--- src/rtl/modn_counter_sync.sv ---
// Parametrised synchronous modulo-N counter with start/stop control,
// up/down counting, clamped parallel load, one-shot or free-run mode,
// a combinational terminal-count flag and a registered wrap pulse.
// Count range is 0..MODULUS-1; q never leaves that range.
module modn_counter_sync #(
    parameter int WIDTH   = 4,
    parameter int MODULUS = 6
) (
    input  logic             clk,
    input  logic             nrst,
    input  logic             start,
    input  logic             stop,
    input  logic             en,
    input  logic             up,
    input  logic             oneshot,
    input  logic             load,
    input  logic [WIDTH-1:0] d,
    output logic [WIDTH-1:0] q,
    output logic             busy,
    output logic             tc,
    output logic             wrap
);

    // Reject a modulus the count register cannot represent.
    if (WIDTH < 1 || MODULUS < 2 || MODULUS > (2 ** WIDTH)) begin : g_bad_modulus
        $error("modn_counter_sync: MODULUS must satisfy 2 <= MODULUS <= 2**WIDTH");
    end

    localparam logic [WIDTH-1:0] MAX_VAL = WIDTH'(MODULUS - 1);
    localparam logic [WIDTH-1:0] ZERO    = '0;
    localparam logic [WIDTH-1:0] ONE     = WIDTH'(1);

    typedef enum logic {
        IDLE = 1'b0,
        RUN  = 1'b1
    } state_t;

    state_t           state;
    state_t           state_next;
    logic [WIDTH-1:0] q_next;
    logic             at_term;
    logic             count_step;
    logic             wrap_evt;

    // busy is the state itself, so the FSM state is always observable.
    assign busy = (state == RUN);

    // Terminal value depends on direction: top when counting up, zero when down.
    assign at_term = up ? (q == MAX_VAL) : (q == ZERO);

    // A stop edge holds q, so counting is suppressed while stop is asserted.
    assign count_step = busy & en & ~load & ~stop;
    assign wrap_evt   = count_step & at_term;

    // Cascade output: high in the cycle before the wrap edge.
    assign tc = busy & en & ~load & at_term;

    // Next-state and next-count logic; load overrides counting, state is independent of load.
    always_comb begin
        state_next = state;
        q_next     = q;

        case (state)
            IDLE: begin
                if (start && !stop) begin
                    state_next = RUN;
                end
            end
            RUN: begin
                if (stop) begin
                    state_next = IDLE;
                end else if (oneshot && wrap_evt) begin
                    state_next = IDLE;
                end
            end
            default: state_next = IDLE;
        endcase

        if (load) begin
            q_next = (d > MAX_VAL) ? MAX_VAL : d;
        end else if (count_step) begin
            if (up) begin
                q_next = (q == MAX_VAL) ? ZERO : (q + ONE);
            end else begin
                q_next = (q == ZERO) ? MAX_VAL : (q - ONE);
            end
        end
    end

    // State, count and wrap-pulse registers with asynchronous clear.
    always_ff @(posedge clk or negedge nrst) begin
        if (!nrst) begin
            state <= IDLE;
            q     <= '0;
            wrap  <= 1'b0;
        end else begin
            state <= state_next;
            q     <= q_next;
            wrap  <= wrap_evt;
        end
    end

endmodule

--- config.mk ---
export PLATFORM = sky130hd
export DESIGN_NAME = modn_counter_sync
export DESIGN_NICKNAME = d
export VERILOG_FILES = /design/src/rtl/modn_counter_sync.sv
export SDC_FILE = /design/constraint.sdc
export NUM_CORES = 1
export LEC_CHECK = 0
export CORE_MARGIN = 4
export CORE_UTILIZATION = 31
export CTS_BUF_LIST = sky130_fd_sc_hd__clkbuf_2
export DETAILED_ROUTE_END_ITERATION = 12
export PLACE_DENSITY_LB_ADDON = 0.05
export SYNTH_ARGS = -nofsm -noshare
export SYNTH_HDL_FRONTEND = slang
export SYNTH_SLANG_ARGS = --single-unit
--- constraint.sdc ---
create_clock -name clk -period 1.9 [get_ports clk]
set_input_delay 0.38 -clock clk [delete_from_list [all_inputs] [get_ports clk]]
set_output_delay 0.38 -clock clk [all_outputs]
set_load 0.1 [all_outputs]
==> results.sh <==
export IMPL_outcome="finished clean"
export IMPL_reg2reg_from="q[0]"
export IMPL_multi_input_area_um2=285
export IMPL_cts_resized=1
export IMPL_numCtsBuffers=3
export IMPL_area_growth_pct=73.8
export IMPL_place_ws_ns=-0.00829
export IMPL_r2r_end="q[3]"
export IMPL_worst_slew_pin_slew_ns=0.286
export IMPL_ys_warn_count=0
export IMPL_fin_util_pct=57.3
export IMPL_crit_chain="clkdlybuf4s50_1 > nor3_2 > o21ai_2 > nor2_4 > buf_12"
export IMPL_syn_nets=62
export IMPL_drc=0
export IMPL_syn_area_per_cell_um2=8.68
export IMPL_synth_cell_types=25
export IMPL_r2r_setup_slack_ns=0.41
export IMPL_drt_wl_total_um=1030
export IMPL_ios=19
export IMPL_synthTopCellsByArea="dfrtp_1, buf_6, nor2_1"
export IMPL_hold_path_class="input port to asynchronous set/reset pin"
export IMPL_layout_common_cells="clkdlybuf4s50_1, buf_12, nand2_1, nor2_1, buf_4"
export IMPL_die_area_um2=2060
export IMPL_synth_seq_area_share_pct=34.6
export IMPL_fillers=114
export IMPL_cts_sinks=6
export IMPL_grt_max_degree=12
export IMPL_firstDrtPassIters=4
export IMPL_die_y_um=45.4
export IMPL_yosys_area_top_type="dfrtp_1"
export IMPL_final_common_cell="clkdlybuf4s50_1"
export IMPL_finalClockSkew_ns=0.00556
export IMPL_postLayoutSetupSlackWorst_ns=0.0846
export IMPL_ctsHtreeMaxLevel=1
export IMPL_num_nets_final=86
export IMPL_row_count=13
export IMPL_relSlewSlack_pct=80.9
export IMPL_drive_gt1_share_pct=38.4
export IMPL_rsz0062_at_grt="false"
export IMPL_core_area_um2=1320
export IMPL_grt_overflow_total=0
export IMPL_ant_nets=0
export IMPL_grtUsageTotal_pct=11.1
export IMPL_grt_pass1_wl_um=1630
export IMPL_holdBufCountCts=0
export IMPL_synth_seq_cells=6
export IMPL_insertion_delay_ns=0.22
export IMPL_cp_num_buf_inv=2
export IMPL_hold_viol=0
export IMPL_grt_pass1_vias=375
export IMPL_ff2ff_path_depth=4
export IMPL_diodes=0
export IMPL_start_util_pct=33.0
export IMPL_slowest_delay_ns=0.44
export IMPL_path_delay_family="buffers and inverters"
export IMPL_setup_worst_path_class="input port to primary output"
export IMPL_seqCellArea_um2=164
export IMPL_synthCells=50
export IMPL_arrival_ns=1.44
export IMPL_port_buffers=18
export IMPL_place_gp_congestion=0.719
export IMPL_cts_tree="built"
export IMPL_final_setup_viol_count=0
export IMPL_via_per_inst=4.99
export IMPL_synth_top_area_share_pct=34.6
export IMPL_cellPowerDensity_nw_per_um2=615
export IMPL_wl_per_cell_um=11.7
export IMPL_fp_dieW_um=45.4
export IMPL_syn_area_um2=434
export IMPL_antenna_found_initial=0
export IMPL_max_cap_violations=0
export IMPL_maxSlewViolCount=0
export IMPL_cts_clk_slew_worst_paths_ns=0.07
export IMPL_min_period_ns=1.82
export IMPL_cts_max_path_buffers=2
export IMPL_p_leak_nw=0.286
export IMPL_end_kind="primary output"
export IMPL_cts_setup_buffers=0
export IMPL_clock_root_buffer="clkbuf_2"
export IMPL_clock_fmax_mhz=551
export IMPL_cp_start_kind="input port"
export IMPL_worstPathRequired_ns=1.52
export IMPL_crit_fanout=2
export IMPL_drt_first_iter_violations=13
export IMPL_via_count=439
export IMPL_slowest_stage="clkdlybuf4s50_1"
export IMPL_min_period_over_period_pct=95.5
export IMPL_hpwlAfterDp_um=832
export IMPL_ir_worst_vdd_v=0.000280
## layer usage
metal | global-route usage [%] | vias up | share of wire (%)
met5 | 0 | - | 0
met4 | 5.26 | 0 | 0
met3 | 2.77 | 0 | 8.8
met2 | 14.8 | 17 | 44
met1 | 16.3 | 191 | 47
li1 | - | 231 | -
## registers in the layout, indices dropped and copies added, names as in the netlist
| register | count |
|---|---|
| wrap | 1 |
| busy | 1 |
| q | 4 |
## worst register-to-register path: stages, from the launching register on
cell and delay, ns:
dfrtp_4 0.56, or2_1 0.27, or3_1 0.34, a21oi_1 0.14
nor3_1 0.06
## Yosys cell counts, drive strengths merged
cell	count
or3	2
o21a	1
or2	1
a211oi	3
nor2b	2
nand3b	1
clkbuf	1
buf	2
nor2	6
nand3	1
xnor2	1
mux2i	2
nor3	3
dfrtp	6
a21oi	4
xor2	1
and3	1
o22ai	1
nor3b	1
nand2	5
o21ai	3
o32ai	1
o211ai	1
## power breakdown
| group | leakage, nW | internal [W] | switching, W |
|---|---|---|---|
| clock | 0.0166 | 0.0000559 | 0.0000490 |
| sequential | 0.0694 | 0.000141 | 0.0000273 |
| combinational | 0.200 | 0.0000840 | 0.000107 |
| total | 0.286 | 0.000281 | 0.000183 |
## stage by stage
step	hold WS [ns]	TNS, ns	total power (W)	instances	cell area (um^2)
global placement	0.637	-0.0105	0.000363	84	736
global route	0.412	0	0.000486	88	754
detailed placement	0.650	-0.00829	0.000363	84	736
floorplan	0.0844	0	0.000284	50	475
CTS	0.397	0	0.000470	88	754
finish	0.399	0	0.000464	88	754
## logic make-up (layout without fill, tap and decap cells)
logic type	count (synthesis)	count (layout)	share of synthesized area [%]
and+or+nand+nor	23	23	28.2
AOI/OAI and AO/OA	14	14	22.5
DFF	6	6	34.6
xor gates and xnor gates	2	2	4.04
buffers and inverters	3	26	6.05
muxes	2	2	4.61
## cell type report
| class | count | share of cell area, % |
|---|---|---|
| clock buffer | 4 | 2.65 |
| multi-input combinational | 41 | 37.8 |
| timing repair buffer | 22 | 35.3 |
| sequential | 6 | 21.7 |
| tap | 15 | 2.49 |
## worst max-delay path by stage
stage / from / end / slack [ns] / cells past startpoint
3_3_place_gp: up / tc / -0.01 / 5
4_1_cts: load / tc / 0.07 / 5
3_5_place_dp: up / tc / -0.008 / 5
2_1_floorplan: q[0] / tc / 0.003 / 4
6_report: load / tc / 0.08 / 5
5_1_grt: load / tc / 0.02 / 5
No activity file was read; power rests on OpenSTA's default activity.
